### src/rtl/wdt_pkg.sv
// Shared encodings for the window-watchdog supervisor: FSM state codes
// and per-channel violation classification.
package wdt_pkg;

    localparam int STATE_W = 3;

    localparam logic [STATE_W-1:0] IDLE  = 3'd0;
    localparam logic [STATE_W-1:0] ARMED = 3'd1;
    localparam logic [STATE_W-1:0] WARN  = 3'd2;
    localparam logic [STATE_W-1:0] RESET = 3'd3;
    localparam logic [STATE_W-1:0] FAULT = 3'd4;

    typedef enum logic [STATE_W-1:0] {
        ST_IDLE  = IDLE,
        ST_ARMED = ARMED,
        ST_WARN  = WARN,
        ST_RESET = RESET,
        ST_FAULT = FAULT
    } state_t;

    typedef enum logic [1:0] {
        VIOL_NONE  = 2'd0,
        VIOL_EARLY = 2'd1,
        VIOL_LATE  = 2'd2
    } viol_t;

endpackage

### src/rtl/wdt_window_channel.sv
// One windowed kick counter: counts while running and enabled, saturates at
// COUNT, and classifies each cycle as valid kick, early kick or late timeout.
module wdt_window_channel
    import wdt_pkg::*;
#(
    parameter int LENGTH    = 5,
    parameter int COUNT     = 20,
    parameter int THRESHOLD = 10
) (
    input  logic  clk,
    input  logic  reset_n,
    input  logic  run,
    input  logic  en,
    input  logic  kick,
    input  logic  clr,
    output viol_t viol,
    output logic  valid
);

    logic [LENGTH-1:0] cnt;
    logic [LENGTH-1:0] cnt_next;
    logic              active;
    logic              at_limit;
    logic              in_window;

    always_comb begin
        active    = run & en;
        at_limit  = (cnt == LENGTH'(COUNT));
        in_window = (cnt >= LENGTH'(THRESHOLD));
        valid     = active & kick & in_window;

        viol = VIOL_NONE;
        if (active && kick && !in_window) begin
            viol = VIOL_EARLY;
        end else if (active && !kick && at_limit) begin
            viol = VIOL_LATE;
        end

        // clr is the supervisor's recovery kick: restart regardless of window
        cnt_next = cnt;
        if (!active || clr || valid) begin
            cnt_next = '0;
        end else if (!at_limit) begin
            cnt_next = cnt + LENGTH'(1);
        end
    end

    always_ff @(posedge clk or negedge reset_n) begin
        if (!reset_n) begin
            cnt <= '0;
        end else begin
            cnt <= cnt_next;
        end
    end

endmodule

### src/rtl/wdt_supervisor.sv
// Multi-channel window watchdog: escalates violations through WARN (grace),
// bounded RESET retries, then a latched FAULT cleared by clear_fault.
module wdt_supervisor
    import wdt_pkg::*;
#(
    parameter int NCH       = 4,
    parameter int LENGTH    = 5,
    parameter int COUNT     = 20,
    parameter int THRESHOLD = 10,
    parameter int GRACE     = 8,
    parameter int RST_LEN   = 4,
    parameter int MAX_RETRY = 3
) (
    input  logic               clk,
    input  logic               reset_n,
    input  logic               enable,
    input  logic [NCH-1:0]     ch_en,
    input  logic [NCH-1:0]     kick,
    input  logic               clear_fault,
    output logic               irq,
    output logic [NCH-1:0]     timeout_ch,
    output logic               rst_req,
    output logic               fault,
    output logic [STATE_W-1:0] state,
    output logic [1:0]         retry_cnt
);

    localparam int GW = (GRACE > 1) ? $clog2(GRACE) : 1;
    localparam int RW = (RST_LEN > 1) ? $clog2(RST_LEN) : 1;

    state_t         cur;
    state_t         nxt;
    logic [GW-1:0]  grace;
    logic [GW-1:0]  grace_next;
    logic [RW-1:0]  rcnt;
    logic [RW-1:0]  rcnt_next;
    logic [1:0]     retry_next;
    logic [NCH-1:0] tc_next;
    logic [NCH-1:0] seen;
    logic [NCH-1:0] seen_next;
    logic [NCH-1:0] viol_vec;
    logic [NCH-1:0] valid_vec;
    logic [NCH-1:0] flag_kick;
    viol_t          viol [NCH];
    logic           run;

    assign run       = (cur == ST_ARMED) || (cur == ST_WARN);
    assign flag_kick = (cur == ST_WARN) ? (kick & ch_en & timeout_ch) : '0;

    for (genvar i = 0; i < NCH; i++) begin : g_ch
        wdt_window_channel #(
            .LENGTH   (LENGTH),
            .COUNT    (COUNT),
            .THRESHOLD(THRESHOLD)
        ) u_ch (
            .clk    (clk),
            .reset_n(reset_n),
            .run    (run),
            .en     (ch_en[i]),
            .kick   (kick[i]),
            .clr    (flag_kick[i]),
            .viol   (viol[i]),
            .valid  (valid_vec[i])
        );
        assign viol_vec[i] = (viol[i] != VIOL_NONE);
    end

    always_comb begin
        nxt        = cur;
        tc_next    = timeout_ch;
        grace_next = grace;
        rcnt_next  = rcnt;
        retry_next = retry_cnt;
        seen_next  = seen;

        case (cur)
            ST_IDLE: begin
                seen_next = '0;
                if (enable) nxt = ST_ARMED;
            end
            ST_ARMED, ST_WARN: begin
                // A recovery kick on a flagged channel masks its own early report
                tc_next   = (timeout_ch | viol_vec) & ~flag_kick;
                seen_next = seen | (valid_vec & ch_en);
                if (cur == ST_ARMED) begin
                    if ((seen_next & ch_en) == ch_en) retry_next = '0;
                    if (tc_next != '0) begin
                        nxt        = ST_WARN;
                        grace_next = '0;
                    end
                end else if (tc_next == '0) begin
                    nxt = ST_ARMED;
                end else if (grace == GW'(GRACE - 1)) begin
                    nxt        = ST_RESET;
                    rcnt_next  = '0;
                    retry_next = retry_cnt + 2'd1;
                end else begin
                    grace_next = grace + GW'(1);
                end
            end
            ST_RESET: begin
                if (rcnt == RW'(RST_LEN - 1)) begin
                    tc_next   = '0;
                    seen_next = '0;
                    nxt       = (retry_cnt == 2'(MAX_RETRY)) ? ST_FAULT : ST_ARMED;
                end else begin
                    rcnt_next = rcnt + RW'(1);
                end
            end
            ST_FAULT: begin
                if (clear_fault) begin
                    nxt        = ST_IDLE;
                    retry_next = '0;
                end
            end
            default: nxt = ST_IDLE;
        endcase

        // Dropping enable abandons any escalation except a latched fault
        if (!enable && (cur == ST_ARMED || cur == ST_WARN || cur == ST_RESET)) begin
            nxt        = ST_IDLE;
            tc_next    = '0;
            retry_next = '0;
            seen_next  = '0;
        end
    end

    always_ff @(posedge clk or negedge reset_n) begin
        if (!reset_n) begin
            cur        <= ST_IDLE;
            timeout_ch <= '0;
            grace      <= '0;
            rcnt       <= '0;
            retry_cnt  <= '0;
            seen       <= '0;
        end else begin
            cur        <= nxt;
            timeout_ch <= tc_next;
            grace      <= grace_next;
            rcnt       <= rcnt_next;
            retry_cnt  <= retry_next;
            seen       <= seen_next;
        end
    end

    assign state   = cur;
    assign irq     = (cur == ST_WARN);
    assign rst_req = (cur == ST_RESET) || (cur == ST_FAULT);
    assign fault   = (cur == ST_FAULT);

endmodule

### config.mk
export PLATFORM = sky130hd
export DESIGN_NAME = wdt_supervisor
export DESIGN_NICKNAME = d
export VERILOG_FILES = /design/src/rtl/wdt_pkg.sv /design/src/rtl/wdt_window_channel.sv /design/src/rtl/wdt_supervisor.sv
export SDC_FILE = /design/constraint.sdc
export NUM_CORES = 1
export LEC_CHECK = 0
export CAP_MARGIN = 30
export CORE_UTILIZATION = 60
export CTS_CLUSTER_SIZE = 40
export DETAILED_ROUTE_END_ITERATION = 6
export GPL_TIMING_DRIVEN = 1
export PLACE_DENSITY = 0.83
export SLEW_MARGIN = 0
export SYNTH_ARGS = -nofsm -noshare
export SYNTH_HDL_FRONTEND = slang
export SYNTH_SLANG_ARGS = --single-unit
### constraint.sdc
create_clock -name clk -period 3.63 [get_ports clk]
set_input_delay 0.726 -clock clk [delete_from_list [all_inputs] [get_ports clk]]
set_output_delay 0.726 -clock clk [all_outputs]
set_load 0.05 [all_outputs]
==> results of run 1 <==
[report_power, final]
group          leakage, uW  switching (uW)  total [uW]  internal (uW)
combinational     0.000647             728        1200            474
sequential        0.000513             158         671            513
clock            0.0000575             152         344            192
[cells in the final DEF (no fill, tap or decap), types with 2 or more instances in the layout]
cell type / instances
a211oi_1: 2
a21oi_1: 16
a22o_1: 4
a22oi_1: 2
a31oi_1: 6
clkbuf_8: 8
clkdlybuf4s50_1: 22
dfrtp_1: 38
ha_1: 16
inv_1: 18
inv_2: 3
mux2i_1: 2
nand2_1: 17
nand2b_1: 8
nand3_1: 13
nand3b_1: 3
nand4_1: 3
nand4b_1: 4
nor2_1: 38
nor2b_1: 2
nor3_1: 4
nor4b_1: 2
o2111ai_1: 3
o21ai_0: 10
o21ba_2: 2
o21bai_2: 2
o31a_1: 2
o31ai_1: 2
o32ai_1: 2
o32ai_4: 2
or2_2: 2
or4_1: 2
xnor2_1: 8
xor2_1: 5
[worst max-delay path, delay by kind of cell, from the launching register on]
kind,cells,cell delay (ns)
flops,1,0.62
buf+inv,1,0.84
simple gates,1,0.49
compound gates,1,0.11
[cell usage after synthesis, types with 2 or more instances]
cell / n / area share, %
o2111ai_1: 3 / 1.0
nand3b_1: 3 / 0.88
or4_1: 2 / 0.59
inv_1: 18 / 2.6
a31oi_1: 6 / 1.5
buf_2: 3 / 0.59
o21ai_0: 10 / 2.0
nand4b_1: 4 / 1.4
a21oi_1: 16 / 3.1
nand4_1: 3 / 0.74
xor2_1: 5 / 1.7
o31a_1: 2 / 0.69
o31ai_1: 2 / 0.59
a211oi_1: 2 / 0.59
o21bai_2: 2 / 0.88
inv_2: 3 / 0.44
a22oi_1: 2 / 0.59
mux2i_1: 2 / 0.78
nor2b_1: 2 / 0.49
nand2_1: 17 / 2.5
nor2_1: 38 / 5.6
xnor2_1: 8 / 2.7
nand2b_1: 8 / 2.0
or2_2: 2 / 0.49
nor4b_1: 2 / 0.69
ha_1: 16 / 7.8
nor3_1: 4 / 0.78
o32ai_4: 2 / 2.2
a22o_1: 4 / 1.4
nand3_1: 13 / 2.6
dfrtp_1: 38 / 37
o32ai_1: 2 / 0.69
o21ba_2: 2 / 0.78
[cell type report]
| type | instances | share of cell area [%] |
|---|---|---|
| clock buffer | 8 | 3.76 |
| inverter | 21 | 2.69 |
| timing repair buffer | 24 | 7.95 |
| multi-input combinational | 206 | 51.0 |
| sequential | 38 | 32.5 |
| tap | 50 | 2.14 |
[layer usage]
metal | wire, um | vias to the layer above | track usage (%) | share of wire [%]
met5 | 0 | - | 0 | 0
met4 | 140 | 0 | 12.5 | 2.5
met2 | 2690 | 79 | 46.0 | 48
li1 | - | 1030 | - | -
met1 | 2410 | 1027 | 37.0 | 43
met3 | 344 | 18 | 6.08 | 6.2
[registers in the layout (all words and copies together), names as in the netlist]
signal,cells
state,3
timeout_ch,4
rcnt,2
retry_cnt,2
grace,3
seen,4
g_ch.u_ch.cnt,20
[through the flow]
| step | utilization, % | power, uW |
|---|---|---|
| after floorplan | - | 1570 |
| after global placement | 69.9 | 1820 |
| after detailed placement | 69.9 | 1860 |
| after CTS | 72.6 | 2210 |
| after global routing | 72.6 | 2360 |
| final | 72.6 | 2220 |
[kinds of logic (layout without fill, tap and decap cells)]
logic type               after synthesis  after routing  synth area share, %
AO/OA/AOI/OAI                         63             63                 19.6
XOR/XNOR                              14             14                 5.54
adder cells (fa/ha/maj)               16             16                 7.85
buffers and inverters                 26             53                 4.27
flip-flops                            38             38                 37.3
multiplexers                           3              3                 1.37
AND/OR/NAND/NOR                      110            110                 24.1
[worst paths after layout]
| check | endpoint | slack [ns] | cells past startpoint |
|---|---|---|---|
| setup / recovery | rst_req | 0.55 | 3 |
| min in group asynchronous | g_ch[3].u_ch.cnt[3] | 0.54 | 1 |
| max in group asynchronous | g_ch[2].u_ch.cnt[2] | 2.56 | 1 |
| setup reg to reg | grace[0] | 1.20 | 6 |
| hold / removal | seen[0] | 0.50 | 2 |
| hold reg to reg | seen[0] | 0.50 | 2 |
==> impl_results.md, run 1 <==
* Number of diodes at 0
* Storage cell area at 951 um2
* Post-synth EDFFs at 0
* Dpl cells at 339
* Max-cap violations at 0
* Prevailing post-synth register cell: dfrtp_1
* Final Non-Filler Cells at 347
* WP data required at 2.90 ns
* Post-synth net total at 298
* WL/cell at 16.1 um
* Initial antenna violation count at 0
* Crit. Startpoint: state[1]
* NumNets Final at 324
* TritonCTS clock tree: done
* R2R Path Start: state[1]
* YS warnings at 0
* Post-CTS setup buffers at 0
* Setup violators final at 0
* Tmin final at 3.08 ns
* Layout cell share with drive strength beyond 1 at 10.8%
* Total GRT Usage at 28.6%
* Initial core utilization at 63.3%
* Critical Path End Type: output pin
* CP peak stage delay at 0.84 ns
* Seq/Total Area, Yosys at 37.3%
* Placed cell area at 2820 um2
* Final Max Slew Viols at 0
* Setup_tns at 0 ns
* Clock root cell: clkbuf_8
* CTS max path bufs at 2
* Port bufs at 23
* WHS at 0.500 ns
* Crit-path slowest cell: clkdlybuf4s50_1
* Initial DRC count at 187
* Final Skew at 0.00597 ns
* DR vias/cell at 6.21
* Normalized max-slew margin at 43.0%
* Hold Buf Count CTS at 0
* Final WS setup at 0.548 ns
* Core area at 4030 um2
* First-pass GRT wire length at 9660 um
* Vias in the first global route at 2095
* Largest net degree at the start of global routing at 39
* Fin. Hold Viols at 0
* RSZ-0062 raised after global routing: no
* Num CTS Buffers at 5
* Die footprint at 4520 um2
* Multi-input logic area at 1490 um2
* DPL Wire Length at 4090 um
* PwrDens at 758 nW/um2
* Seq cells post-synth at 38
* H-tree depth at 2
* Vias at 2154
* Remaining Overflow, GRT at 0
* Leakage at 0.00122 uW
* HP Start: seen[0]
* Mapped Area at 2550 um2
* Routed wire length at 5590 um
* Syn_area_per_cell at 9.45 um2
* Period utilization at 84.9%
* Antenna-violating nets left at 0
* Synth cell types at 57
* Cells after Synth at 270
* Async SR Flop Fraction at 100%
* Die height at 67.2 um
* Clock slew at reported path FFs at 0.07 ns
* Die width at 67.2 um
* Crit path max fanout at 18
* Drt pass-1 iters at 4
* Area grow syn2layout at 14.7%
* Pin slew with the least headroom to its limit at 0.855 ns
* Crit-path cells: or3_1 -> o21ai_0 -> clkdlybuf4s50_1
* Fill count at 319
* Placer Congestion at 0.885
* DRC at 0
* I/O pin total at 24
* Design Area, Final at 2930 um2
* Clk Latency, worst-skew pair at 0.29 ns
* CP arrival at 2.36 ns
* Placement Rows at 23
* Fmax at 325 MHz
* Worst slack at placement at 0.862 ns
* Status: completed
* Post-CTS sizing at 0
* Worst hold path type: flop to flop
* Largest vdd supply drop at 0.420 mV
* CTS Sinks at 38
* Setup crit start kind: flop
* CP Class: flop to output pin
Note: power is estimated with default switching activity, not from simulation.
==> inputs of run 2 (changes only) <==
- CORE_UTILIZATION: 60 -> 52
- PLACE_DENSITY: 0.83 -> 0.76
- clock period: 3.63 -> 2.77 ns (I/O delays scaled with it)
==> run 2 against run 1 <==
Compared with the run above: flip-flop and latch count is the same; global-route usage decreased by 6.4 points; via count decreased by 3.2%; cell count up 5.8%; clock power rose by 17%; critical path type unchanged.
==> impl_results.md, run 2 (synthesis results as in run 1) <==
* First-pass GRT wire length at 8990 um (-6.9%)
* Largest net degree at the start of global routing at 39 (unchanged)
* CP Class: flop to output pin
* Fill count at 411 (+29%)
* Largest register FFs at 20 (unchanged)
* Antenna-violating nets left at 0 (unchanged)
* R2R Path Start: g_ch[1].u_ch.cnt[0]
* PwrDens at 961 nW/um2 (+27%)
* Clock root cell: clkbuf_8
* WL/cell at 14.4 um (-10%)
* Initial antenna violation count at 0 (unchanged)
* Dpl cells at 359 (+5.9%)
* Layout cell share with drive strength beyond 1 at 12.7% (+1.9 points)
* Most frequent cells in the layout: nor2_1, dfrtp_1, clkdlybuf4s50_1
* CP peak stage delay at 0.67 ns (-0.17 ns)
* Crit-path slowest cell: dfrtp_1
* WHS at 0.359 ns (-0.141 ns)
* DRC at 0 (unchanged)
* Setup violators final at 0 (unchanged)
* Clk Latency, worst-skew pair at 0.29 ns (about the same)
* Tmin final at 2.54 ns
* Worst slack at placement at 0.177 ns (-0.685 ns)
* Critical Path End Type: output pin
* Routed wire length at 5300 um (-5.3%)
* Die footprint at 5190 um2 (+15%)
* Placer Congestion at 0.864 (-2.5%)
* CP Depth at 4 (+1)
* Setup_tns at 0 ns (unchanged)
* Final WS setup at 0.231 ns (-0.317 ns)
* Final Non-Filler Cells at 367 (+5.8%)
* Crit path max fanout at 15 (-3)
* Number of diodes at 0 (unchanged)
* Biggest regs: g_ch.u_ch.cnt x20, seen x4, timeout_ch x4
* Core area at 4720 um2 (+17%)
* Placement Rows at 25 (+8.7%)
* Bufs and invs on worst path at 2 (+1)
* Drt pass-1 iters at 4 (unchanged)
* DR vias/cell at 5.68 (-8.5%)
* CTS Sinks at 38 (unchanged)
* Normalized max-slew margin at 44.4% (+1.3 points)
* Remaining Overflow, GRT at 0 (unchanged)
* Setup crit start kind: flop
* CTS max path bufs at 2 (unchanged)
* TritonCTS clock tree: done
* Storage cell area at 951 um2 (unchanged)
* Post-CTS sizing at 0 (unchanged)
* Clock slew at reported path FFs at 0.08 ns (about the same)
* CP arrival at 1.98 ns (-0.38 ns)
* Post-CTS setup buffers at 0 (unchanged)
* Pin slew with the least headroom to its limit at 0.835 ns (-0.0201 ns)
* Leakage at 0.00123 uW (+1.4%)
* Initial DRC count at 135 (-28%)
* Period utilization at 91.7%
* Status: completed
* Cell family with most CP delay: flip-flops
* Fmax at 394 MHz
* Die width at 72.0 um (+7.2%)
* Worst hold path type: input pin to async pin
* Hold Buf Count CTS at 0 (unchanged)
* Port bufs at 23 (unchanged)
* Initial core utilization at 54.0% (-9.3 points)
* DPL Wire Length at 3950 um (-3.3%)
* Worst r2r path cells at 8 (+2)
* NumNets Final at 327 (+0.93%)
* Vias at 2085 (-3.2%)
* Crit. Startpoint: state[2]
* Num CTS Buffers at 5 (unchanged)
* Fin. Hold Viols at 0 (unchanged)
* Multi-input logic area at 1490 um2 (unchanged)
* I/O pin total at 24 (unchanged)
* Largest Register: g_ch.u_ch.cnt
* WP data required at 2.22 ns (-0.68 ns)
* Final Skew at 0.00950 ns (+0.00352 ns)
* Vias in the first global route at 1911 (-8.8%)
* RSZ-0062 raised after global routing: no
* Die height at 72.0 um (+7.2%)
* Final Max Slew Viols at 0 (unchanged)
* Crit-path cells: inv_1 -> or3_1 -> o21ai_1 -> buf_12
* H-tree depth at 2 (unchanged)
* Area grow syn2layout at 16.5%
* Total GRT Usage at 22.3% (-6.4 points)
* Max-cap violations at 0 (unchanged)
* Largest vdd supply drop at 0.550 mV (+31%)
run 2: final timing paths:
check | slack (ns) | end
worst max-delay path | 0.23 | rst_req
worst max register to register | 0.41 | grace[0]
min in group clk | 0.52 | seen[0]
max in group asynchronous | 1.88 | seen[3]
worst min register to register | 0.52 | seen[0]
worst min-delay path | 0.36 | g_ch[3].u_ch.cnt[3]
run 2: worst reg2reg max path: stages (launching register included):
cell,delay [ns]
dfrtp_1,0.43
inv_1,0.10
ha_1,0.15
nand4b_1,0.27
o221ai_1,0.31
nor4b_4,0.35
nor2_4,0.10
a31oi_4,0.23
mux2_4,0.32
run 2: final cells by class:
| class | count | share of cell area, % |
|---|---|---|
| Clock buffer | 6 | 2.78 |
| Clock inverter | 2 | 0.421 |
| Inverter | 21 | 2.65 |
| Multi-Input combinational cell | 206 | 50.2 |
| Sequential cell | 38 | 32.0 |
| Tap cell | 67 | 2.82 |
| Timing Repair Buffer | 27 | 9.18 |
run 2: where the power goes:
group | total, uW | switching [uW] | internal [uW]
registers | 860 | 187 | 673
clock network | 401 | 201 | 200
logic | 1600 | 954 | 642
run 2: metal layers:
metal | up-vias | track usage (%) | routed length, um
met5 | - | 0 | 0
met4 | 0 | 6.54 | 74
met3 | 8 | 4.31 | 207
met2 | 47 | 36.7 | 2460
met1 | 991 | 29.9 | 2560
li1 | 1039 | - | -
run 2: stage by stage:
step           utilization (%)  area (um2)  power, uW
6_report                  62.9        2970       2860
3_3_place_gp              60.9        2880       2440
4_1_cts                   62.9        2970       2860
3_5_place_dp              60.9        2880       2450
2_1_floorplan                -        2550       2060
5_1_grt                   62.9        2970       3050
==> inputs of run 3 (changes only) <==
- SLEW_MARGIN: 0 -> default
==> results of run 3 <==
No change in the layout: final DEF, timing and power equal those of run 2.
